===== src/rtl/gshare_inflight_predictor_if.sv =====
// Fetch/resolve bundle between the front end and the gshare in-flight predictor.
interface gshare_inflight_predictor_if #(
    parameter int unsigned CNT_WIDTH = 2,
    parameter int unsigned OCC_WIDTH = 3
);
    logic                 stall;
    logic                 fetch_valid;
    logic [31:0]          fetch_pc;
    logic                 ready;
    logic                 pred_taken;
    logic [CNT_WIDTH-1:0] pred_count;
    logic                 resolve_valid;
    logic                 resolve_taken;
    logic                 mispredict;
    logic [OCC_WIDTH-1:0] inflight;
    logic                 err_underflow;

    modport master (
        output stall, fetch_valid, fetch_pc, resolve_valid, resolve_taken,
        input  ready, pred_taken, pred_count, mispredict, inflight, err_underflow
    );

    modport slave (
        input  stall, fetch_valid, fetch_pc, resolve_valid, resolve_taken,
        output ready, pred_taken, pred_count, mispredict, inflight, err_underflow
    );
endinterface


===== src/rtl/gshare_inflight_predictor.sv =====
// Gshare/bimodal direction predictor with a hardware init sweep and an in-order
// queue of unresolved predictions that restores speculative history on mispredict.
module gshare_inflight_predictor #(
    parameter int unsigned CNT_WIDTH    = 2,
    parameter int unsigned CNT_INIT     = 1,
    parameter int unsigned IDX_WIDTH    = 6,
    parameter int unsigned HIST_WIDTH   = 6,
    parameter int unsigned HASH_MODE    = 1,
    parameter int unsigned MAX_INFLIGHT = 4
) (
    input  logic                        clk,
    input  logic                        rst_n,
    gshare_inflight_predictor_if.slave  bus
);

    localparam int unsigned DEPTH = 2 ** IDX_WIDTH;
    localparam int unsigned PTR_W = $clog2(MAX_INFLIGHT);
    localparam int unsigned OCC_W = PTR_W + 1;
    localparam logic [CNT_WIDTH-1:0] CNT_MAX    = '1;
    localparam logic [IDX_WIDTH-1:0] SWEEP_LAST = '1;

    typedef enum logic {ST_INIT, ST_RUN} state_e;

    typedef struct packed {
        logic [IDX_WIDTH-1:0]  idx;
        logic [CNT_WIDTH-1:0]  cnt;
        logic [HIST_WIDTH-1:0] hist;
    } entry_t;

    logic [CNT_WIDTH-1:0]  table_q [DEPTH];
    entry_t                queue_q [MAX_INFLIGHT];

    state_e                state_q, state_d;
    logic [IDX_WIDTH-1:0]  sweep_q, sweep_d;
    logic [HIST_WIDTH-1:0] hist_q, hist_d;
    logic [PTR_W-1:0]      head_q, head_d, tail_q, tail_d;
    logic [OCC_W-1:0]      occ_q, occ_d;
    logic                  mis_q, mis_d;
    logic                  err_q, err_d;

    logic [IDX_WIDTH-1:0]  fetch_idx_c;
    logic [CNT_WIDTH-1:0]  pred_cnt_c;
    logic [CNT_WIDTH-1:0]  upd_cnt_c;
    entry_t                head_e_c;
    logic                  ready_c;
    logic                  pop_c;
    logic                  mis_now_c;
    logic                  accept_c;
    logic                  wr_en_c;
    logic [IDX_WIDTH-1:0]  wr_idx_c;
    logic [CNT_WIDTH-1:0]  wr_cnt_c;
    logic                  unused_c;

    // Fetch index, asynchronous table read and resolve qualification.
    always_comb begin
        fetch_idx_c = bus.fetch_pc[IDX_WIDTH+1:2];
        if (HASH_MODE != 0) begin
            fetch_idx_c = fetch_idx_c ^ IDX_WIDTH'(hist_q);
        end
        pred_cnt_c = table_q[fetch_idx_c];
        head_e_c   = queue_q[head_q];
        ready_c    = (state_q == ST_RUN) && (occ_q < OCC_W'(MAX_INFLIGHT));
        pop_c      = (state_q == ST_RUN) && bus.resolve_valid && (occ_q != '0);
        mis_now_c  = pop_c && (bus.resolve_taken != head_e_c.cnt[CNT_WIDTH-1]);
        accept_c   = bus.fetch_valid && ready_c && !bus.stall && !mis_now_c;
    end

    // Saturating training value for the resolving entry.
    always_comb begin
        upd_cnt_c = head_e_c.cnt;
        if (bus.resolve_taken) begin
            if (head_e_c.cnt != CNT_MAX) upd_cnt_c = head_e_c.cnt + CNT_WIDTH'(1);
        end else begin
            if (head_e_c.cnt != '0) upd_cnt_c = head_e_c.cnt - CNT_WIDTH'(1);
        end
    end

    // Next-state logic: init sweep, then speculative push / in-order resolve.
    always_comb begin
        state_d  = state_q;
        sweep_d  = sweep_q;
        hist_d   = hist_q;
        head_d   = head_q;
        tail_d   = tail_q;
        occ_d    = occ_q;
        mis_d    = 1'b0;
        err_d    = err_q;
        wr_en_c  = 1'b0;
        wr_idx_c = sweep_q;
        wr_cnt_c = CNT_WIDTH'(CNT_INIT);

        case (state_q)
            ST_INIT: begin
                wr_en_c = 1'b1;
                sweep_d = sweep_q + IDX_WIDTH'(1);
                if (sweep_q == SWEEP_LAST) state_d = ST_RUN;
            end
            ST_RUN: begin
                mis_d = mis_now_c;
                if (bus.resolve_valid && (occ_q == '0)) err_d = 1'b1;
                if (pop_c) begin
                    wr_en_c  = 1'b1;
                    wr_idx_c = head_e_c.idx;
                    wr_cnt_c = upd_cnt_c;
                end
                if (mis_now_c) begin
                    // Rebuild history from the snapshot taken when the branch was fetched.
                    hist_d = {head_e_c.hist[HIST_WIDTH-2:0], bus.resolve_taken};
                    head_d = '0;
                    tail_d = '0;
                    occ_d  = '0;
                end else begin
                    if (accept_c) begin
                        hist_d = {hist_q[HIST_WIDTH-2:0], pred_cnt_c[CNT_WIDTH-1]};
                        tail_d = tail_q + PTR_W'(1);
                    end
                    if (pop_c) head_d = head_q + PTR_W'(1);
                    occ_d = occ_q + OCC_W'(accept_c) - OCC_W'(pop_c);
                end
            end
            default: state_d = ST_INIT;
        endcase
    end

    // Control state register.
    always_ff @(posedge clk) begin
        if (!rst_n) begin
            state_q <= ST_INIT;
            sweep_q <= '0;
            hist_q  <= '0;
            head_q  <= '0;
            tail_q  <= '0;
            occ_q   <= '0;
            mis_q   <= 1'b0;
            err_q   <= 1'b0;
        end else begin
            state_q <= state_d;
            sweep_q <= sweep_d;
            hist_q  <= hist_d;
            head_q  <= head_d;
            tail_q  <= tail_d;
            occ_q   <= occ_d;
            mis_q   <= mis_d;
            err_q   <= err_d;
        end
    end

    // Counter table and in-flight queue storage; contents are set by the sweep/pushes.
    always_ff @(posedge clk) begin
        if (rst_n && wr_en_c) begin
            table_q[wr_idx_c] <= wr_cnt_c;
        end
        if (rst_n && accept_c) begin
            queue_q[tail_q] <= '{idx: fetch_idx_c, cnt: pred_cnt_c, hist: hist_q};
        end
    end

    assign bus.ready         = ready_c;
    assign bus.pred_count    = pred_cnt_c;
    assign bus.pred_taken    = pred_cnt_c[CNT_WIDTH-1];
    assign bus.mispredict    = mis_q;
    assign bus.inflight      = occ_q;
    assign bus.err_underflow = err_q;

    assign unused_c = ^{bus.fetch_pc[31:IDX_WIDTH+2], bus.fetch_pc[1:0],
                        head_e_c.hist[HIST_WIDTH-1]};

endmodule


===== src/flat_wrapper.sv =====
// flat-port wrapper written by rule: the top's interface ports become plain ports
module gshare_inflight_predictor_flat 
#(
    parameter int unsigned CNT_WIDTH    = 2,
    parameter int unsigned CNT_INIT     = 1,
    parameter int unsigned IDX_WIDTH    = 6,
    parameter int unsigned HIST_WIDTH   = 6,
    parameter int unsigned HASH_MODE    = 1,
    parameter int unsigned MAX_INFLIGHT = 4
)
  (clk, rst_n, bus_stall, bus_fetch_valid, bus_fetch_pc, bus_resolve_valid, bus_resolve_taken, bus_ready, bus_pred_taken, bus_pred_count, bus_mispredict, bus_inflight, bus_err_underflow);
  gshare_inflight_predictor_if #(.CNT_WIDTH(CNT_WIDTH), .OCC_WIDTH((3))) bus_i ();
  input  logic clk;
  input  logic rst_n;
  input wire logic [$bits(bus_i.stall)-1:0] bus_stall;
  input wire logic [$bits(bus_i.fetch_valid)-1:0] bus_fetch_valid;
  input wire logic [$bits(bus_i.fetch_pc)-1:0] bus_fetch_pc;
  input wire logic [$bits(bus_i.resolve_valid)-1:0] bus_resolve_valid;
  input wire logic [$bits(bus_i.resolve_taken)-1:0] bus_resolve_taken;
  output wire logic [$bits(bus_i.ready)-1:0] bus_ready;
  output wire logic [$bits(bus_i.pred_taken)-1:0] bus_pred_taken;
  output wire logic [$bits(bus_i.pred_count)-1:0] bus_pred_count;
  output wire logic [$bits(bus_i.mispredict)-1:0] bus_mispredict;
  output wire logic [$bits(bus_i.inflight)-1:0] bus_inflight;
  output wire logic [$bits(bus_i.err_underflow)-1:0] bus_err_underflow;
  assign bus_i.stall = bus_stall;
  assign bus_i.fetch_valid = bus_fetch_valid;
  assign bus_i.fetch_pc = bus_fetch_pc;
  assign bus_i.resolve_valid = bus_resolve_valid;
  assign bus_i.resolve_taken = bus_resolve_taken;
  assign bus_ready = bus_i.ready;
  assign bus_pred_taken = bus_i.pred_taken;
  assign bus_pred_count = bus_i.pred_count;
  assign bus_mispredict = bus_i.mispredict;
  assign bus_inflight = bus_i.inflight;
  assign bus_err_underflow = bus_i.err_underflow;
  gshare_inflight_predictor #(.CNT_WIDTH(CNT_WIDTH), .CNT_INIT(CNT_INIT), .IDX_WIDTH(IDX_WIDTH), .HIST_WIDTH(HIST_WIDTH), .HASH_MODE(HASH_MODE), .MAX_INFLIGHT(MAX_INFLIGHT)) u_core (.clk(clk), .rst_n(rst_n), .bus(bus_i));
endmodule

===== config.mk =====
export PLATFORM = sky130hd
export DESIGN_NAME = gshare_inflight_predictor_flat
export DESIGN_NICKNAME = d
export VERILOG_FILES = /design/src/rtl/gshare_inflight_predictor_if.sv /design/src/rtl/gshare_inflight_predictor.sv /design/src/flat_wrapper.sv
export SDC_FILE = /design/constraint.sdc
export NUM_CORES = 1
export LEC_CHECK = 0
export ABC_AREA = 1
export BUFFER_PORTS_ARGS = -buffer_cell sky130_fd_sc_hd__buf_4
export CORE_MARGIN = 5
export CORE_UTILIZATION = 28
export CTS_BUF_LIST = sky130_fd_sc_hd__clkbuf_8
export DETAILED_ROUTE_END_ITERATION = 10
export GPL_ROUTABILITY_DRIVEN = 0
export GPL_TIMING_DRIVEN = 0
export PLACE_DENSITY_LB_ADDON = 0.15
export SLEW_MARGIN = 15
export SYNTH_ARGS = -nofsm -noshare
export SYNTH_HDL_FRONTEND = slang
export SYNTH_SLANG_ARGS = --single-unit

===== constraint.sdc =====
create_clock -name clk -period 5.2 [get_ports clk]
set_input_delay 0 -clock clk [delete_from_list [all_inputs] [get_ports clk]]
set_output_delay 0 -clock clk [all_outputs]
set_load 0.05 [all_outputs]

==> flow_metrics.py, run 1 <==
metrics = {
    "timing": {
        "skew_ps": 24.6,
        "finalSetupViolCount": 0,
        "worst_slew_pin_slew_ps": 838,
        "finalCriticalPeriod_ps": 3600,
        "min_period_over_period_pct": 69.2,
        "finalMaxSlewViolations": 0,
        "rsz0062_at_grt": "false",
        "fmax_mhz": 278,
        "max_slew_margin_pct": 44.1,
        "hold_viol": 0,
    },
    "min_path": {
        "holdCritStartpoint": "bus_fetch_valid",
        "hold_end": "u_core.hist_q[1]",
        "hold_path_class": "in -> reg",
        "hold_depth": 7,
    },
    "cts": {
        "post_cts_buffers": 0,
        "numCtsBuffers": 38,
        "cts_sinks": 204,
        "clk_pin_slew_worst_paths_ps": 60,
        "post_cts_resized": 0,
        "h-tree-depth": 2,
        "max-clock-path-buffers": 3,
        "cts_tree": "done",
        "clock-root-buffer": "clkbuf_8",
        "clk-insertion-delay-late_ps": 530,
    },
    "logic_synthesis": {
        "yosysTopAreaCell": "edfxtp_1",
        "synth.distinct_cells": 38,
        "synth_warnings": 0,
        "synth_area_mm2": 0.00894,
        "yosysMostFrequentCell": "edfxtp_1",
        "synth_cells": 841,
        "synth_edf_count": 180,
        "synth.area.top_cells": "edfxtp_1, dfxtp_1, nor2_1",
        "synthFlopType": "edfxtp_1",
        "synth_common_cells": "edfxtp_1, nor2_1, nand2_1",
        "yosysTopAreaCellShare_pct": 60.4,
        "synth_nets": 886,
        "ys_ff_latch": 204,
        "avgSynthCellArea_um2": 10.6,
        "yosysSeqAreaShare_pct": 65.8,
        "async_flop_share_pct": 0,
    },
    "drt": {
        "via_count": 6279,
        "drtPass1Iterations": 5,
        "drc": 0,
        "ant_nets": 0,
        "wire_per_inst_um": 19.6,
        "first_iter_violations": 441,
        "totalWireLength_um": 26200,
        "vias_per_cell": 4.70,
    },
    "worst_setup_path": {
        "r2r_slack_ps": 2020,
        "cp.required_ps": 5200,
        "r2r_end": "u_core.table_q[26][1]",
        "crit_type": "reg -> out",
        "end_kind": "primary output",
        "cp.arrival_ps": 3600,
        "cp_max_fo": 13,
        "cp-start-kind": "register",
        "slowest_delay_ps": 700,
        "worstPathCellList": "xnor2_2 > inv_1 > buf_2 > buf_2 > o211ai_1 > o211ai_1 > nand3_1 > nand3_1 > nand2_1 > buf_4",
        "reg2reg_depth": 9,
        "crit_path_top_delay_cell": "xnor2_2",
    },
    "layout": {
        "seqCellArea_mm2": 0.00589,
        "drive_gt1_share_pct": 13.9,
        "nNetsFinal": 956,
        "multi_input_area_mm2": 0.00253,
        "finish.instance_area_mm2": 0.0105,
        "num_antenna_cells": 0,
        "fillers": 3284,
        "syn2layout_area_growth_pct": 17.1,
    },
    "global_route": {
        "grt_max_degree": 27,
        "antenna_found_initial": 0,
        "track_usage_pct": 14.7,
        "grt_pass1_wl_um": 39400,
        "grt_pass1_vias": 6428,
        "globalRoute.totalOverflow": 0,
    },
    "placed_design": {
        "port_buffers": 19,
        "dpl.hpwl_um": 17300,
        "place_area_mm2": 0.00977,
    },
    "floorplanning": {
        "io_pins": 47,
        "rows": 65,
        "die_x_um": 189,
        "die-height_um": 189,
        "start_util_pct": 28.3,
        "core-area_mm2": 0.0316,
        "die_area_mm2": 0.0356,
    },
    "status": {
        "status": "complete, no violations",
    },
    "pwr": {
        "p_leak_uw": 0.00397,
        "total_power_uw": 3340,
        "powerDensity_mw_per_mm2": 318,
        "irDropWorstVdd_mv": 0.186,
    },
    "run": {
        "maxCapViolCount": 0,
    },
}
[where the power goes]
group	internal, µW	switching, µW
Sequential	1770	1.51
Combinational	53.1	135
Clock	721	657
[placed cells by master (no fill, tap or decap), types with 13 or more instances in the layout]
cell type	instances
clkbuf_8	41
o22ai_1	16
o211ai_1	29
edfxtp_1	180
nor2_1	120
nand3_1	78
buf_2	13
buf_4	23
nand2_1	117
o21ai_0	57
dfxtp_1	24
inv_1	111
[stage by stage]
| step | setup TNS [ps] | setup WS [ps] | hold WS (ps) | util, % | cells |
|---|---|---|---|---|---|
| floorplan | 0 | 1610 | 189 | - | 841 |
| global placement | -157850 | -1540 | 324 | 30.4 | 1262 |
| detailed placement | 0 | 1950 | 334 | 31.0 | 1268 |
| CTS | 0 | 1550 | 50.9 | 33.2 | 1336 |
| global route | 0 | 1270 | 101 | 33.2 | 1336 |
| finish | 0 | 1600 | 93.9 | 33.2 | 1336 |
[state kept, by name, summed over array words and instances (netlist names), named ones only]
name,count
u_core.table_q,128
u_core.queue_q,52
u_core.hist_q,6
u_core.sweep_q,6
u_core.bus.inflight,3
u_core.head_q,2
u_core.tail_q,2
u_core.bus.err_underflow,1
u_core.bus.mispredict,1
u_core.state_q,1
[layer usage]
metal | global-route usage (%) | vias up | wire, µm
li1 | - | 3050 | -
met1 | 20.3 | 3056 | 12300
met2 | 23.9 | 133 | 12300
met3 | 2.48 | 40 | 1100
met4 | 4.06 | 0 | 484
met5 | 0 | - | 0
[layout make-up]
type / count / area share, %
buffer: 33 / 1.71
clock buffer: 41 / 5.39
clock inverter: 22 / 0.896
inverter: 103 / 3.69
multi-input combinational: 501 / 24.2
sequential: 204 / 56.2
tap: 402 / 4.80
timing repair buffer: 30 / 3.18
[how the worst max path moves through the flow]
stage	end	start	depth (start not counted)	slack, ps
global route	bus_pred_count[0]	u_core.hist_q[0]	10	1270
floorplan	u_core.table_q[0][1]	register	8	1610
finish	bus_pred_count[0]	u_core.hist_q[2]	10	1600
global placement	u_core.table_q[43][1]	register	7	-1540
CTS	bus_pred_count[0]	u_core.hist_q[0]	10	1550
detailed placement	u_core.table_q[21][1]	register	10	1950
[repair_timing]
item / 4_1_cts / 5_1_grt
setup endpoints to repair: 0 / 0
hold endpoints to repair: 8 / 0
hold buffers: 5 / 0
[critical path, delay by kind of cell, from the launching register on]
family,cells,cell delay (ps)
buffers and inverters,4,1160
and+or+nand+nor,3,460
xor gates and xnor gates,1,700
DFF,1,420
AOI/OAI and AO/OA,2,320
[cell families after synthesis]
group	Yosys count	share of synthesized area [%]
adders and majority gates	7	1.06
DFF	204	65.8
and+or+nand+nor	358	17.4
AOI/OAI and AO/OA	129	8.59
xor gates and xnor gates	7	0.853
buffers and inverters	136	6.32
Note: power is estimated with default switching activity, not from simulation.
==> inputs of run 2 (changes only) <==
==> constraint.sdc (replaced) <==
create_clock -name clk -period 3.1 [get_ports clk]
set_input_delay 0 -clock clk [delete_from_list [all_inputs] [get_ports clk]]
set_output_delay 0 -clock clk [all_outputs]
set_load 0.05 [all_outputs]
==> flow_metrics.py, run 2 (synthesis gave the netlist of run 1 again) <==
metrics = {
    "timing": {
        "min_period_over_period_pct": 95.8,
        "hold_ws_ps": 66.3,
        "max_slew_margin_pct": 44.3,
        "finalCriticalPeriod_ps": 2970,
        "finalSetupViolCount": 0,
        "hold_viol": 0,
        "fmax_mhz": 337,
        "timing.setup.tns_ps": 0,
        "worst_slew_pin_slew_ps": 834,
        "finalMaxSlewViolations": 0,
        "skew_ps": 15.2,
        "rsz0062_at_grt": "true",
    },
    "layout": {
        "drive_gt1_share_pct": 16.0,
        "most-common-layout-cells": "edfxtp_1, nor2_1, nand2_1",
        "top_register": "u_core.table_q",
        "fillers": 3283,
        "nNetsFinal": 963,
        "num_antenna_cells": 0,
        "largest_registers": "u_core.table_q x128, u_core.queue_q x52",
        "final_common_cell": "edfxtp_1",
        "largest_register_ffs": 128,
        "syn2layout_area_growth_pct": 19.0,
        "finalNonFillerCells": 1347,
    },
    "worst_setup_path": {
        "cp-start-kind": "register",
        "worstPathCellList": "buf_4 > inv_2 > nand2_1 > nand3_1 > nand2_1 > inv_1 > nor2_1 > nor2_4 > inv_2 > nand2_1 > inv_1 > nand2_1 > nor2_2",
        "slowest_delay_ps": 690,
        "cp.required_ps": 3240,
        "path_buf_inv": 5,
        "critPathTopFamily": "simple AND/OR/NAND/NOR gates",
        "cp_common_cell": "nand2_1",
        "end_kind": "register",
        "crit_type": "reg -> reg",
        "cp_max_fo": 13,
        "crit_path_top_delay_cell": "nor2_2",
        "cp.arrival_ps": 3110,
    },
    "floorplanning": {
        "core-area_mm2": 0.0316,
        "start_util_pct": 28.3,
        "die-height_um": 189,
        "io_pins": 47,
        "die_area_mm2": 0.0356,
        "rows": 65,
        "die_x_um": 189,
    },
    "status": {
        "status": "complete, no violations",
    },
    "drt": {
        "vias_per_cell": 4.69,
        "totalWireLength_um": 26000,
        "drc": 0,
        "first_iter_violations": 421,
        "drtPass1Iterations": 5,
        "ant_nets": 0,
        "via_count": 6319,
        "wire_per_inst_um": 19.3,
    },
    "placed_design": {
        "dp.cells": 1268,
        "dpl.hpwl_um": 17100,
        "port_buffers": 19,
    },
    "cts": {
        "clock-root-buffer": "clkbuf_8",
        "h-tree-depth": 2,
        "cts_sinks": 204,
        "clk-insertion-delay-late_ps": 520,
        "cts_tree": "done",
        "max-clock-path-buffers": 3,
        "numCtsBuffers": 38,
        "clk_pin_slew_worst_paths_ps": 60,
    },
    "min_path": {
        "holdCritStartpoint": "bus_fetch_valid",
        "hold_path_class": "in -> reg",
    },
    "pwr": {
        "powerDensity_mw_per_mm2": 532,
        "irDropWorstVdd_mv": 0.265,
        "total_power_uw": 5660,
        "p_leak_uw": 0.00404,
    },
    "global_route": {
        "grt_pass1_wl_um": 39100,
        "antenna_found_initial": 0,
        "grt_max_degree": 30,
        "grt_pass1_vias": 6383,
        "globalRoute.totalOverflow": 0,
        "track_usage_pct": 14.5,
    },
    "run": {
        "maxCapViolCount": 0,
    },
}
## run 2: metal layers
layer | part of all wire (%) | global-route usage [%]
met5 | 0 | 0
met4 | 2.2 | 4.29
met3 | 4.0 | 2.32
met2 | 47 | 23.6
met1 | 47 | 20.2
## run 2: final timing paths
| check | to | depth (start not counted) | slack, ps |
|---|---|---|---|
| worst min-delay path | u_core.tail_q[0] | 7 | 70 |
| worst min register to register | u_core.bus.err_underflow | 2 | 460 |
| worst max register to register | u_core.queue_q[2][12] | 13 | 130 |
| worst max-delay path | u_core.queue_q[2][12] | 13 | 130 |
## run 2: stage by stage
step                instance area (µm²)  util [%]  setup WS, ps
global placement                   9600      30.4         -1860
detailed placement                 9760      30.9          -110
CTS                               10600      33.4          17.9
finish                            10600      33.7           131
floorplan                          8950         -           264
global route                      10600      33.7          -177
## run 2: tightest hold or removal path: stages
cell     delay (ps)
buf_4           110
inv_1            40
nor4_1           50
nand2_1          60
inv_1            80
o21ai_0         150
a21oi_1          50
## run 2: what timing repair did
item | in CTS | in global routing
endpoints found under the hold margin | 11 | 0
endpoints found under the setup margin | 32 | 79
hold buffers | 6 | 0
gates resized for setup | 17 | 9
setup buffers | 1 | 6
pin swaps | 2 | 5
cloned | 0 | 0
## run 2: power by group
group	switching [µW]	leakage [µW]	internal, µW	total, µW
Clock	1120	0.000405	1250	2360
Combinational	229	0.00151	100	329
Sequential	2.83	0.00212	2960	2970
Total	1350	0.00404	4310	5660
## run 2: final cells by class
cell class,count,area [µm²],share of cell area (%)
multi-input cells,501,2590,24.3
clock buffers,39,537,5.04
flip-flops and latches,204,5890,55.4
repair buffers,38,400,3.76
inverters,103,387,3.63
plain buffers,32,196,1.85
clock inverters,28,140,1.32
well taps,402,503,4.73
==> inputs of run 3 (changes only) <==
--- a/config.mk
+++ b/config.mk
@@ -13,7 +13,7 @@
 export DETAILED_ROUTE_END_ITERATION = 10
 export GPL_ROUTABILITY_DRIVEN = 0
 export GPL_TIMING_DRIVEN = 0
-export PLACE_DENSITY_LB_ADDON = 0.15
+export PLACE_DENSITY = 0.52
 export SLEW_MARGIN = 15
 export SYNTH_ARGS = -nofsm -noshare
 export SYNTH_HDL_FRONTEND = slang
==> flow_metrics.py, run 3 (synthesis gave the netlist of run 1 again) <==
metrics = {
    "cts": {
        "h-tree-depth": 2,
        "clk_pin_slew_worst_paths_ps": 60,
        "cts_tree": "done",
        "max-clock-path-buffers": 3,
        "numCtsBuffers": 38,
        "clk-insertion-delay-late_ps": 530,
        "clock-root-buffer": "clkbuf_8",
        "cts_sinks": 204,
    },
    "pwr": {
        "powerDensity_mw_per_mm2": 534,
        "irDropWorstVdd_mv": 0.247,
        "p_leak_uw": 0.00401,
        "total_power_uw": 5650,
    },
    "timing": {
        "min_period_over_period_pct": 97.0,
        "skew_ps": 21.9,
        "finalMaxSlewViolations": 0,
        "hold_ws_ps": 29.3,
        "finalCriticalPeriod_ps": 3010,
        "max_slew_margin_pct": 43.8,
        "hold_viol": 0,
        "worst_slew_pin_slew_ps": 842,
        "finalSetupViolCount": 0,
        "fmax_mhz": 332,
        "rsz0062_at_grt": "true",
    },
    "global_route": {
        "antenna_found_initial": 0,
        "globalRoute.totalOverflow": 0,
        "grt_max_degree": 28,
        "track_usage_pct": 13.2,
        "grt_pass1_wl_um": 36500,
        "grt_pass1_vias": 6115,
    },
    "floorplanning": {
        "core-area_mm2": 0.0316,
        "die_area_mm2": 0.0356,
        "io_pins": 47,
        "start_util_pct": 28.3,
        "die_x_um": 189,
        "die-height_um": 189,
        "rows": 65,
    },
    "status": {
        "status": "complete, no violations",
    },
    "worst_setup_path": {
        "slowest_delay_ps": 700,
        "cp-start-kind": "register",
        "cp.arrival_ps": 3150,
        "path_buf_inv": 4,
        "critPathTopFamily": "simple AND/OR/NAND/NOR gates",
        "crit_path_top_delay_cell": "nor2_2",
        "cp.required_ps": 3250,
        "crit_type": "reg -> reg",
        "worstPathCellList": "buf_2 > inv_1 > nor4_1 > dlygate4sd3_1 > nand2_1 > inv_1 > nand2_1 > nor2_2",
        "cp_max_fo": 13,
        "end_kind": "register",
    },
    "drt": {
        "first_iter_violations": 487,
        "vias_per_cell": 4.75,
        "ant_nets": 0,
        "drtPass1Iterations": 5,
        "via_count": 6354,
        "totalWireLength_um": 24000,
        "drc": 0,
        "wire_per_inst_um": 18.0,
    },
    "layout": {
        "nNetsFinal": 957,
        "final_common_cell": "edfxtp_1",
        "drive_gt1_share_pct": 15.4,
        "top_register": "u_core.table_q",
        "most-common-layout-cells": "edfxtp_1, nor2_1, nand2_1",
        "num_antenna_cells": 0,
        "syn2layout_area_growth_pct": 18.1,
        "largest_registers": "u_core.table_q x128, u_core.queue_q x52",
        "fillers": 3197,
        "largest_register_ffs": 128,
    },
    "placed_design": {
        "dpl.hpwl_um": 15900,
        "port_buffers": 19,
    },
    "min_path": {
        "hold_path_class": "in -> reg",
    },
    "run": {
        "maxCapViolCount": 0,
    },
}
## run 3: what timing repair did
action                     4_1_cts  5_1_grt
pin swaps                        1        2
hold endpoints to repair        13        0
setup endpoints to repair        3      105
buffers inserted                 1        2
gates resized for setup         14        2
hold buffers                     6        0
## run 3: worst min-delay path, cell delays in order
cell     delay, ps
buf_4          110
inv_1           40
nor4_1          50
inv_1           60
nand2_2         80
o21ai_0        150
a31oi_1         50
## run 3: final timing paths
path | startpoint | to | slack (ps) | depth (start not counted)
worst max-delay path | u_core.state_q | u_core.queue_q[3][11] | 90 | 8
worst min-delay path | bus_fetch_valid | u_core.hist_q[1] | 30 | 7
worst max register to register | u_core.state_q | u_core.queue_q[3][11] | 90 | 8
worst min register to register | u_core.bus.err_underflow | u_core.bus.err_underflow | 470 | 2
## run 3: metrics by stage
step	setup TNS (ps)	worst slack, ps	util [%]	area [µm²]	instances
floorplan	0	264	-	8950	841
global placement	-167280	-1690	30.4	9600	1262
detailed placement	0	129	30.8	9730	1266
CTS	0	6.35	33.3	10500	1335
global route	-6940	-149	33.5	10600	1337
finish	0	92.1	33.5	10600	1337
## run 3: layout make-up
type,instances,area (µm²),share of cell area (%)
clock buffer,40,551,5.21
multi-input combinational,501,2560,24.2
buffer,32,186,1.76
inverter,103,387,3.66
timing repair buffer,32,360,3.41
tap,402,503,4.76
sequential,204,5890,55.8
clock inverter,23,128,1.21
## run 3: routing by layer
layer  vias to the layer above  share of wire (%)  GRT usage, %
met4                         0                2.4          3.87
met1                      3075                 44          18.0
li1                       3049                  -             -
met5                         -                  0             0
met2                       183                 47          21.6
met3                        47                6.5          2.61
## run 3: power by group
group	total, µW	internal, µW	switching, µW
logic	310	93.0	217
clock network	2370	1270	1100
registers	2970	2960	2.61
